===== src/rtl/pc_pkg.sv =====
// pc_pkg: next-PC select encoding and default fetch constants shared with decode.
package pc_pkg;
   typedef enum logic [1:0] {SEL_SEQ, SEL_BR, SEL_JMP, SEL_RET} pc_sel_t;
   localparam int DEF_INC = 4;
   localparam int DEF_OFFSET_SHIFT = 2;
endpackage


===== src/rtl/ras_stack.sv =====
// ras_stack: circular return-address stack; overwrites the oldest entry when full.
module ras_stack #(
   parameter int WIDTH = 32,
   parameter int DEPTH = 4
) (
   input  logic             clk,
   input  logic             reset,
   input  logic             push,
   input  logic             pop,
   input  logic [WIDTH-1:0] data,
   output logic [WIDTH-1:0] top,
   output logic             empty,
   output logic             full
);
   localparam int PW = $clog2(DEPTH);
   logic [WIDTH-1:0] mem [DEPTH];
   logic [PW-1:0] wp, tp;
   logic [PW:0] count;
   assign tp = wp - 1'b1;
   assign top = mem[tp];
   assign empty = count == '0;
   assign full = count == (PW+1)'(DEPTH);
   // push together with pop replaces the top entry in place
   always_ff @(posedge clk)
      if (push) mem[pop ? tp : wp] <= data;
   always_ff @(posedge clk or posedge reset)
      if (reset) begin
         wp <= '0;
         count <= '0;
      end else if (push && !pop) begin
         wp <= wp + 1'b1;
         if (!full) count <= count + 1'b1;
      end else if (pop && !push) begin
         wp <= tp;
         count <= count - 1'b1;
      end
endmodule


===== src/rtl/pc_unit.sv =====
// pc_unit: registered fetch PC with branch, jump, stall and return-address stack.
module pc_unit
   import pc_pkg::*;
#(
   parameter int WIDTH = 32,
   parameter int INC = DEF_INC,
   parameter int OFFSET_SHIFT = DEF_OFFSET_SHIFT,
   parameter logic [WIDTH-1:0] RESET_PC = '0,
   parameter int RAS_DEPTH = 4
) (
   input  logic             clk,
   input  logic             reset,
   input  logic             stall,
   input  logic             branch_taken,
   input  logic [WIDTH-1:0] branch_offset,
   input  logic             jump,
   input  logic [WIDTH-1:0] jump_target,
   input  logic             call,
   input  logic             ret,
   output logic [WIDTH-1:0] pc,
   output logic [WIDTH-1:0] pc_plus_inc,
   output logic             ras_empty,
   output logic             ras_full,
   output logic             ras_underflow
);
   logic [WIDTH-1:0] ras_top, pc_next;
   logic ret_ok;
   pc_sel_t sel;
   assign pc_plus_inc = pc + WIDTH'(INC);
   assign ret_ok = ret && !ras_empty;
   always_comb begin
      sel = ret_ok ? SEL_RET : jump ? SEL_JMP : branch_taken ? SEL_BR : SEL_SEQ;
      pc_next = sel == SEL_RET ? ras_top :
                sel == SEL_JMP ? jump_target :
                sel == SEL_BR  ? pc_plus_inc + (branch_offset << OFFSET_SHIFT) :
                                 pc_plus_inc;
   end
   always_ff @(posedge clk or posedge reset)
      if (reset) begin
         pc <= RESET_PC;
         ras_underflow <= 1'b0;
      end else if (!stall) begin
         pc <= pc_next;
         if (ret && ras_empty) ras_underflow <= 1'b1;
      end
   ras_stack #(.WIDTH(WIDTH), .DEPTH(RAS_DEPTH)) u_ras (
      .clk(clk),
      .reset(reset),
      .push(call && !stall),
      .pop(ret_ok && !stall),
      .data(pc_plus_inc),
      .top(ras_top),
      .empty(ras_empty),
      .full(ras_full)
   );
endmodule

===== config.mk =====
export PLATFORM = sky130hd
export DESIGN_NAME = pc_unit
export DESIGN_NICKNAME = d
export VERILOG_FILES = /design/src/rtl/pc_pkg.sv /design/src/rtl/ras_stack.sv /design/src/rtl/pc_unit.sv
export SDC_FILE = /design/constraint.sdc
export NUM_CORES = 1
export LEC_CHECK = 0
export CAP_MARGIN = 20
export CORE_UTILIZATION = 50
export DETAILED_ROUTE_END_ITERATION = 7
export PLACE_DENSITY = 0.75
export RECOVER_POWER = 50
export SKIP_LAST_GASP = 1
export SYNTH_ARGS = -nofsm -noshare
export SYNTH_HDL_FRONTEND = slang
export SYNTH_HIERARCHICAL = 1
export SYNTH_SLANG_ARGS = --single-unit

===== constraint.sdc =====
create_clock -name clk -period 9.9 [get_ports clk]
set_clock_uncertainty 0.05 [all_clocks]
set_input_delay 2.97 -clock clk [delete_from_list [all_inputs] [get_ports clk]]
set_output_delay 2.97 -clock clk [all_outputs]
set_load 0.05 [all_outputs]

======== Word-level counts from Yosys, hierarchy flattened ========
Memories as Yosys holds them, arrays and structs flattened.
Cells that the tools add are included.
cells by class
  bitwise logic cells ..................... 1
  add/sub/neg operators ................... 6
  multiplexer cells ....................... 14
  eq/ne operators ......................... 5
  reduce and logical (&&, ||, !) cells .... 14
operator list
  operator                                             number
  two-way mux 32 bit                                   3
  adder 32 x 3 -> 32 bit, second input constant        1
  adder 32 bit                                         1
  two-way mux 2 bit                                    5
  two-way mux 3 bit                                    3
  logical AND 1 bit                                    6
  equality test 2 bit, second input constant           2
  zero test 1 bit                                      4
  AND reduction 2 bit                                  2
  adder 3 x 1 -> 3 bit, second input constant          1
  equality test 3 bit, second input constant           1
  zero test 3 bit                                      1
  two-way mux 1 bit                                    3
  subtractor 3 x 1 -> 3 bit, second input constant     1
  adder 2 x 1 -> 2 bit, second input constant          1
  equality test 2 x 1 -> 1 bit, second input constant  1
  != test 2 bit, second input constant                 1
  nonzero test 2 bit                                   1
  subtractor 2 x 1 -> 2 bit, second input constant     1
  inverter 1 bit                                       1
word-level totals
  memories ................................ 1
  bits in writable memories ............... 128
  output and inout port bits .............. 67
  bits of input ports ..................... 71
  flip-flop bits (word level) ............. 38
memories
  memory     depth  bits a word  read ports  clocked after memory_dff  wr ports  RTL line         RTL
  u_ras.mem  4      32           1           0                         1         ras_stack.sv:16  logic [WIDTH-1:0] mem [DEPTH];

======== Depth between registers and ports, before layout ========
Gate-level depths: netlist of run 1.
  word-level depth ........................ 8
  depth in mapped cells ................... 16
  mapped depth without buffers ............ 16

======== Cells and area by module ========
Netlist of run 1, hierarchy kept.
by module, submodules not included
  module     times used  cells an instance  area each (um2)
  ras_stack  1           215                5066.1
  pc_unit    1           541                4191.5

======== Worst setup path before layout of run 1 ========
No wires, ideal clock.
  path kind ............................... input port to flip-flop
  start ................................... input stall
  end ..................................... memory u_ras.mem[1][0], enable pin
  arrival time ............................ 5.498 ns
  slack ................................... 3.931 ns
  setup time .............................. 0.421 ns
  stages on the path ...................... 6
  required time ........................... 9.429 ns
  path through ............................ clkbuf_1 clkbuf_1 nor3b_1 nand2b_1 mux2_2 nor2_1
on the way
  word-level cells in the longest chain between the ends .. 4
RTL lines
  what                             RTL line                      RTL
  start: declaration               pc_unit.sv:13                 input logic stall,
  zero test 1 bit (*)              pc_unit.sv:49, pc_unit.sv:50
  logical AND 1 bit                pc_unit.sv:49                 .push(call && !stall),
  two-way mux 1 bit (2 in series)  ras_stack.sv:25               if (push) mem[pop ? tp : wp] <= data;
  end: declaration                 ras_stack.sv:16
Every way passes the cells marked *; elsewhere a longest branch is shown, timed or not.

======== Worst setup path after layout of run 1 ========
  start ................................... register pc[4]
  end ..................................... output pc_plus_inc[27]
on the way
  word-level cells in the longest chain between the ends .. 1
RTL lines
  what                      RTL line       RTL
  start: declaration        pc_unit.sv:20  output logic [WIDTH-1:0] pc,
  start signal: assignment  pc_unit.sv:43  pc <= pc_next;
  adder 32 x 3 -> 32 bit    pc_unit.sv:29  assign pc_plus_inc = pc + WIDTH'(INC);
  end: declaration          pc_unit.sv:21  output logic [WIDTH-1:0] pc_plus_inc,
No other way between the ends.

==> out/results.tsv, run 1 <==
metric	value	unit
reg2reg_from	pc[4]$_DFFE_PP0N_	
ant_nets	0	
synthArstFlopShare	22.9	%
violations	capacitance limit, slew limit	
first_pass_iters	5	
synth_edf_count	128	
r2r_slack	5.22	ns
root_buffer	clkbuf_16	
htreeDepth	4	
cts_buffer_depth	2	
vias_per_cell	6.16	
routedWlPerCell	21.8	um
rr_worst_depth	16	
slew_violations	87	
post_cts_buffers	0	
hold-path-cell-count	1	
clkLatencyLatePin	0.43	ns
grt_pass1_vias	6958	
cts_sinks	166	
irDropWorstVdd	0.000200	V
grt_use_met2	43.6	%
yosys_warnings	6	
ys.flop_type	edfxtp_1	
syn_inst	756	
synth-seq-area-share	51.8	%
end_kind	primary output	
grt_pass1_wl	38000	um
whs	0.434	ns
syn_area	9260	um2
yosysTopAreaCell	edfxtp_1	
grt_setup_unrepaired	no	
status	complete, but fails checks	
finalSetupViolations	0	
ctsResizeCount	0	
cp.required	6.88	ns
nets	1000	
io_buffer_count	135	
min_from	ras_underflow$_DFFE_PP0P_	
synth-seq-cells	166	
finalHoldViolations	0	
tritoncts	yes	
clk_pin_slew	0.07	ns
cts_buffers	17	
synthTopCellsByCount	edfxtp_1 (128), nand2_1 (57), a21oi_1 (50)	
fin_crit	6.91	ns
use_met3	4.71	%
core-area	18000	um2
cts_hold_buf	0	
place_congestion	0.905	
drive_gt1_share	10.1	%
grt-ovfl-total	0	
max_freq	0.145	GHz
via_count	6957	
crit_path_start_kind	flop	
die_w	138	um
p_leak	4.22	nW
critical_path.slowest_cell	clkdlybuf4s50_1	
synth.top_cell.area_share	41.5	%
min_to	ras_underflow$_DFFE_PP0P_	
slew_headroom	-56.7	%
fp.dieH	138	um
grt_usage	26.2	%
cp_slowest_stage_delay	0.92	ns
start_util	51.4	%
routed_wl	24700	um
fill_cells	1427	
syn_avg_cell_area	12.2	um2
synth.net_count	868	
final_cells	1130	
post_dp_cell_area	10800	um2
grt_busiest_layer	met2	
antenna_found_initial	0	
cp_data_arrival_time	3.89	ns
die_area	19100	um2
drt_iter0_drc	564	
synth_area_leaders	edfxtp_1 (42%), dfrtp_1 (10%), mux4_2 (6.8%), ha_1 (5.4%), xnor2_1 (3.5%)	
critical_path_class	reg -> out	
cp_cell_sequence	and4_1, nand4_1, nor3_1, and3_1, nand3_1, xnor2_1, clkdlybuf4s50_1	
use_met1	33.8	%
n_antenna_cell	0	
synthToLayoutAreaGrowth	23.7	%
setup-tns-final	0	ns
timing.final.crit_share	69.8	%
r2r-end	pc[30]$_DFFE_PP0N_	
yosysMostFrequentCell	edfxtp_1	
critPathBufInv	1	
fin_area	11400	um2
hpwl	16900	um
grt_start_max_net_pins	53	
synth_cell_types	73	
hold_path.class	reg -> reg	
tightest_slew	2.35	ns
pwr_density_cell	315	nW/um2
placed_cells	1095	
critical_path.max_fanout	7	
ios	138	
critical-path-top-delay-family	simple AND/OR/NAND/NOR gates	
cap_viol_max_count	2	
rows	49	
post-route-drc-count	0	
## power by group
group / switching (mW) / internal [mW]
sequential: 0.126 / 0.952
clock: 0.282 / 0.408
combinational: 1.15 / 0.688
## state kept, by name (all words and copies together), names as in the netlist
name / cells
u_ras/count: 3
pc: 32
u_ras/mem: 128
u_ras/wp: 2
ras_underflow: 1
## logic make-up (layout without fill, tap and decap cells)
group / Yosys count / after routing / share of synthesized area (%)
multiplexers: 43 / 43 / 9.18
XOR/XNOR: 59 / 59 / 5.58
buffers and inverters: 54 / 199 / 2.97
flip-flops: 166 / 166 / 51.8
AO/OA/AOI/OAI: 207 / 207 / 15.1
AND/OR/NAND/NOR: 186 / 186 / 9.77
adder cells (fa/ha/maj): 41 / 41 / 5.62
## cell type report
| type | instances | area (um2) | share of cell area (%) |
|---|---|---|---|
| Clock inverter | 13 | 170 | 1.49 |
| Multi-Input combinational cell | 536 | 4210 | 36.8 |
| Clock buffer | 19 | 443 | 3.87 |
| Sequential cell | 166 | 4800 | 41.9 |
| Timing Repair Buffer | 148 | 1470 | 12.8 |
| Inverter | 19 | 71.3 | 0.623 |
| Tap cell | 229 | 287 | 2.50 |
## worst max path at each step
stage	startpoint	endpoint	slack, ns	depth (start not counted)
2_1_floorplan	stall	u_ras/mem[1][0]$_DFFE_PP_	3.93	6
3_3_place_gp	branch_offset[0]	pc[30]$_DFFE_PP0N_	3.50	12
3_5_place_dp	branch_offset[0]	pc[30]$_DFFE_PP0N_	3.42	12
4_1_cts	pc[4]$_DFFE_PP0N_	pc_plus_inc[27]	3.03	7
5_1_grt	pc[4]$_DFFE_PP0N_	pc_plus_inc[27]	2.84	7
6_report	pc[4]$_DFFE_PP0N_	pc_plus_inc[27]	2.99	7
## metrics by stage
stage / util, % / worst slack [ns] / power [mW]
floorplan: - / 3.93 / 2.40
global placement: 59.9 / 3.50 / 2.89
detailed placement: 59.9 / 3.42 / 2.91
CTS: 63.3 / 3.03 / 3.61
global route: 63.5 / 2.84 / 3.77
finish: 63.5 / 2.99 / 3.60
## placed cells by master, fill, tap and decap left out, types with 16 or more instances in the layout
cell type and instances:
a211oi_1 16, a21oi_1 50, clkbuf_16 17, clkdlybuf4s50_1 114, dfrtp_1 37, dlygate4sd3_1 20
edfxtp_1 128, ha_1 40, inv_1 18, mux4_2 28, nand2_1 57, nand3_1 18
nor2_1 43, o21ai_0 31, o21ai_1 20, xnor2_1 37, xor2_1 22
## per-layer routing
| layer | up-vias | wire length (um) |
|---|---|---|
| met2 | 299 | 12300 |
| met5 | - | 0 |
| met1 | 3430 | 9970 |
| met3 | 48 | 1750 |
| li1 | 3180 | - |
| met4 | 0 | 614 |
Power figures use the tool's default switching activity.
==> run 2, diff against run 1 <==
PLACE_DENSITY = 0.78   (was 0.75)
clock period = 5.7 ns   (was 9.9 ns; I/O delays follow)
==> run 2 against run 1 <==
Net effect:
- largest power group unchanged
- final cell count up 1.7%
- clock-buffer cell count up 5
- via count up 0.60%
- the run still ends with capacitance limit, slew limit left
- critical path depth unchanged
- worst hold slack worse by 0.013 ns
- power up 71%
- sequential power up 78%
- clock power up 55%
- register-to-register slack worse by 4.0 ns
- sequential share of layout area about the same
- die area unchanged
- core utilization down 0.069 points
==> out/results.tsv, run 2 (same netlist as run 1, synthesis figures left out) <==
metric	value	unit	change
status	complete, but fails checks		
violations	capacitance limit, slew limit		
clkLatencyLatePin	0.42	ns	about the same
ant_nets	0		unchanged
end_kind	primary output		
crit_path_start_kind	flop		
synthToLayoutAreaGrowth	23.5	%	
critical_path_class	reg -> out		
antenna_found_initial	0		unchanged
cts_hold_buf	0		unchanged
fp.dieH	138	um	unchanged
finalHoldViolations	0		unchanged
max_freq	0.185	GHz	
io_buffer_count	135		unchanged
cts_buffers	17		unchanged
setup-tns-final	0	ns	unchanged
via_count	6999		+0.60%
rows	49		unchanged
dp_slack	0.552	ns	-2.86 ns
layout_common_cells	edfxtp_1 (128), clkdlybuf4s50_1 (115), nand2_1 (57)		
combPwrFrac	51.4	%	+0.5 points
routedWlPerCell	21.6	um	-0.99%
grt_pass1_vias	6944		-0.20%
hold_path.class	reg -> reg		
grt_start_max_net_pins	52		-1.9%
fill_cells	1441		+0.98%
tightest_slew	2.31	ns	-0.0435 ns
place_congestion	0.898		-0.76%
switching_share	43.4	%	+0.23 points
p_switching	2.67	mW	+71%
critical_path.max_fanout	8		+1
cp.required	3.94	ns	-2.94 ns
slew_headroom	-53.7	%	+2.9 points
grt-ovfl-total	0		unchanged
root_buffer	clkbuf_16		
fin_area	11400	um2	-0.11%
ctsResizeCount	0		unchanged
tritoncts	yes		
irDropWorstVdd	0.000393	V	+97%
slew_violations	86		-1.1%
seqPwrFrac	31.2	%	+1.3 points
clk_pin_slew	0.06	ns	about the same
htreeDepth	4		unchanged
largest_reg_flops	128		unchanged
p_leak	4.20	nW	-0.39%
layout_commonest_cell	edfxtp_1		
cap_viol_max_count	2		unchanged
fin_crit	5.41	ns	
cts_sinks	166		unchanged
die_w	138	um	unchanged
cp_data_arrival_time	3.65	ns	-0.24 ns
pwr_density_cell	537	nW/um2	+71%
drt_iter0_drc	757		+34%
routed_wl	24800	um	+0.67%
n_antenna_cell	0		unchanged
fin_ws	0.291	ns	-2.70 ns
post-route-drc-count	0		unchanged
power.internal	3.48	mW	+70%
finalSetupViolations	0		unchanged
grt_usage	26.7	%	+0.47 points
clock_power_share	17.5	%	-1.7 points
start_util	51.4	%	unchanged
cts_buffer_depth	2		unchanged
core-area	18000	um2	unchanged
nets	1019		+1.9%
power	6.14	mW	+71%
grt_setup_unrepaired	no		
ios	138		unchanged
drive_gt1_share	9.78	%	-0.32 points
post_cts_buffers	0		unchanged
regMostFlops	u_ras/mem		
die_area	19100	um2	unchanged
timing.final.crit_share	94.9	%	
grt_pass1_wl	38500	um	+1.1%
hpwl	17600	um	+4.2%
fin_util	63.5	%	-0.069 points
largest_registers	u_ras/mem: 128 flops, pc: 32 flops, u_ras/count: 3 flops		
post_dp_cell_area	11000	um2	+1.6%
first_pass_iters	5		unchanged
vias_per_cell	6.09		-1.1%
## run 2: cell types whose count changed in the layout (fill, tap and decap cells not counted), sizes merged
cell / change
clkdlybuf4s50: +1
clkinv: -1
inv: -4
bufinv: -2
clkbuf: +20
clkinvlp: +2
buf: +4
dlygate4sd3: -1
## run 2: cell type report
class,count,area [um2],area share (%)
multi-input cells,536,4210,36.8
inverters,19,71.3,0.624
repair buffers,167,1530,13.4
clock inverters,8,80.1,0.700
clock buffers,24,462,4.04
flip-flops and latches,166,4800,41.9
well taps,229,287,2.51
## run 2: per-layer routing
layer / global-route usage [%] / share of wire (%) / vias to the layer above
met5: 0 / 0 / -
met4: 12.0 / 2.9 / 0
met3: 4.26 / 6.8 / 54
met2: 43.7 / 49 / 320
met1: 35.1 / 41 / 3402
li1: - / - / 3223
## run 2: worst paths after layout
| path | to | cells past startpoint | from | slack (ns) |
|---|---|---|---|---|
| worst min-delay path | ras_underflow$_DFFE_PP0P_ | 1 | ras_underflow$_DFFE_PP0P_ | 0.42 |
| min in group asynchronous | u_ras/count[0]$_DFFE_PP0P_ | 2 | reset | 1.60 |
| worst min register to register | ras_underflow$_DFFE_PP0P_ | 1 | ras_underflow$_DFFE_PP0P_ | 0.42 |
| max in group asynchronous | pc[15]$_DFFE_PP0N_ | 3 | reset | 1.91 |
| worst max register to register | pc[17]$_DFFE_PP0N_ | 14 | pc[2]$_DFFE_PP0N_ | 1.25 |
| worst max-delay path | pc_plus_inc[22] | 7 | pc[2]$_DFFE_PP0N_ | 0.29 |
## run 2: power groups by stage
stage	Combinational (mW)	Sequential [mW]	Clock, mW
after detailed placement	3.18	1.94	0
after global routing	3.36	1.95	1.13
final	3.15	1.92	1.07
after global placement	3.15	1.93	0
after CTS	3.20	1.92	1.08
after floorplan	2.03	2.14	0
## run 2: worst max-delay path, cell delays in order (launching register included)
cell and delay, ns:
dfrtp_1 0.51, ha_1 0.28, and3_1 0.41, nand3_1 0.32, nor2_1 0.20, xor2_1 0.15, clkbuf_1 0.44, clkdlybuf4s50_1 0.91
## run 2: through the flow
step / instances / hold WS, ns
after floorplan: 756 / 0.496
after global placement: 1117 / 0.400
after detailed placement: 1117 / 0.415
after CTS: 1149 / 0.428
after global routing: 1149 / 0.463
final: 1149 / 0.421
==> run 3, diff against run 2 <==
--- a/config.mk
+++ b/config.mk
@@ -6,5 +6,4 @@
 export NUM_CORES = 1
 export LEC_CHECK = 0
-export CAP_MARGIN = 20
 export CORE_UTILIZATION = 50
 export DETAILED_ROUTE_END_ITERATION = 7
==> constraint.sdc (replaced) <==
create_clock -name clk -period 5.7 [get_ports clk]
set_clock_uncertainty 0.05 [all_clocks]
set_input_delay 0.855 -clock clk [delete_from_list [all_inputs] [get_ports clk]]
set_output_delay 0.855 -clock clk [all_outputs]
set_load 0.05 [all_outputs]
==> run 3 against run 2 <==
Net effect:
- the flow still finishes with violations (capacitance limit, slew limit)
- global-route usage fell by 0.26 points
- worst hold slack got worse by 0.0065 ns
- clock power increased by 5%
- core utilization fell by 0.40 points
- routed wire length fell by 1.1%
- sequential power hardly changed
- sequential share of layout area up 0.27 points
- setup slack improved by 0.54 ns
- critical endpoint is now pc_plus_inc[21]
==> out/results.tsv, run 3 (same netlist as run 1, synthesis figures left out) <==
metric	value	unit	change
die_w	138	um	unchanged
tritoncts	yes		
violations	capacitance limit, slew limit		
fin_util	63.1	%	-0.40 points
cts_sinks	166		unchanged
irDropWorstVdd	0.000373	V	-5.0%
io_buffer_count	135		unchanged
ant_nets	0		unchanged
critical-path-top-delay-family	simple AND/OR/NAND/NOR gates		
finalHoldViolations	0		unchanged
hold-path-cell-count	1		unchanged
cp_cell_sequence	and4_1, nand4_1, nor3_1, nand2_1, xnor2_1, clkdlybuf4s50_1		
rr_worst_depth	16		+2
end_kind	primary output		
routedWlPerCell	21.8	um	+0.84%
fill_cells	1422		-1.3%
htreeDepth	4		unchanged
max_freq	0.205	GHz	+11%
rows	49		unchanged
ios	138		unchanged
grt_start_max_net_pins	52		unchanged
use_met3	4.61	%	+0.35 points
largest_reg_flops	128		unchanged
start_util	51.4	%	unchanged
fp.dieH	138	um	unchanged
regMostFlops	u_ras/mem		
die_area	19100	um2	unchanged
whs	0.414	ns	-0.00654 ns
root_buffer	clkbuf_16		
drive_gt1_share	9.24	%	-0.54 points
power	6.15	mW	about the same
grt_setup_unrepaired	no		
fin_ws	0.832	ns	+0.540 ns
core-area	18000	um2	unchanged
cp.required	4.80	ns	+0.86 ns
n_antenna_cell	0		unchanged
cap_viol_max_count	2		unchanged
slew_violations	86		unchanged
grt-ovfl-total	0		unchanged
slew_headroom	-57.3	%	-3.6 points
post_cts_buffers	0		unchanged
cts_hold_buf	0		unchanged
timing.final.crit_share	85.4	%	-9.5 points
dp_slack	1.24	ns	+0.684 ns
hpwl	17000	um	-3.1%
clk_pin_slew	0.06	ns	about the same
drt_iter0_drc	606		-20%
grt_use_met2	43.9	%	+0.16 points
routed_wl	24600	um	-1.1%
critPathBufInv	1		-1
grt_usage	26.4	%	-0.26 points
synthToLayoutAreaGrowth	22.8	%	
post-route-drc-count	0		unchanged
p_leak	4.19	nW	-0.41%
finalSetupViolations	0		unchanged
layout_common_cells	edfxtp_1 (128), clkdlybuf4s50_1 (96), nand2_1 (57)		
use_met1	35.4	%	+0.28 points
status	complete, but fails checks		
grt_busiest_layer	met2		
ctsResizeCount	0		unchanged
critical_path_class	reg -> out		
antenna_found_initial	0		unchanged
pwr_density_cell	541	nW/um2	+0.66%
cp_data_arrival_time	3.96	ns	+0.31 ns
hold_path.class	reg -> reg		
vias_per_cell	6.15		+0.90%
grt_pass1_wl	38200	um	-0.61%
first_pass_iters	6		+1
cts_buffers	17		unchanged
setup-tns-final	0	ns	unchanged
critical_path.slowest_cell	clkdlybuf4s50_1		
layout_commonest_cell	edfxtp_1		
regArea	4800	um2	unchanged
tightest_slew	2.36	ns	+0.0533 ns
place_congestion	0.890		-0.95%
crit_path_start_kind	flop		
multi_input_area	4220	um2	+0.18%
nets	997		-2.2%
clkLatencyLatePin	0.43	ns	about the same
grt_pass1_vias	6822		-1.8%
via_count	6927		-1.0%
critical_path.max_fanout	8		unchanged
cp_num_cells	6		-1
largest_registers	u_ras/mem: 128 flops, pc: 32 flops, u_ras/count: 3 flops		
cts_buffer_depth	2		unchanged
cp_slowest_stage_delay	0.95	ns	+0.04 ns
fin_crit	4.87	ns	-0.540 ns
[run 3: layout make-up]
cell class | count | share of cell area [%]
clock buffers | 23 | 4.03
clock inverters | 9 | 0.914
inverters | 19 | 0.628
multi-input cells | 536 | 37.1
flip-flops and latches | 166 | 42.2
well taps | 229 | 2.52
repair buffers | 145 | 12.6
[run 3: report_power, final]
group          switching, mW  internal, mW  total (mW)
Clock                  0.466         0.654        1.12
Sequential             0.251          1.66        1.91
Combinational           1.95          1.17        3.12
[run 3: layer usage]
layer	vias to the layer above	part of all wire, %
li1	3177	-
met1	3392	41
met2	320	50
met3	38	7.7
met4	0	1.8
met5	-	0
[run 3: final timing paths]
path,startpoint,endpoint,slack [ns]
hold reg to reg,ras_underflow$_DFFE_PP0P_,ras_underflow$_DFFE_PP0P_,0.41
min in group asynchronous,reset,u_ras/count[0]$_DFFE_PP0P_,0.74
hold / removal,ras_underflow$_DFFE_PP0P_,ras_underflow$_DFFE_PP0P_,0.41
setup reg to reg,pc[4]$_DFFE_PP0N_,pc[30]$_DFFE_PP0N_,1.00
setup / recovery,pc[4]$_DFFE_PP0N_,pc_plus_inc[21],0.83
max in group asynchronous,reset,pc[21]$_DFFE_PP0N_,2.78
[run 3: through the flow]
step | area [um2] | instances
after floorplan | 9260 | 756
after global placement | 10800 | 1095
after detailed placement | 10800 | 1095
after CTS | 11400 | 1127
after global routing | 11400 | 1127
final | 11400 | 1127
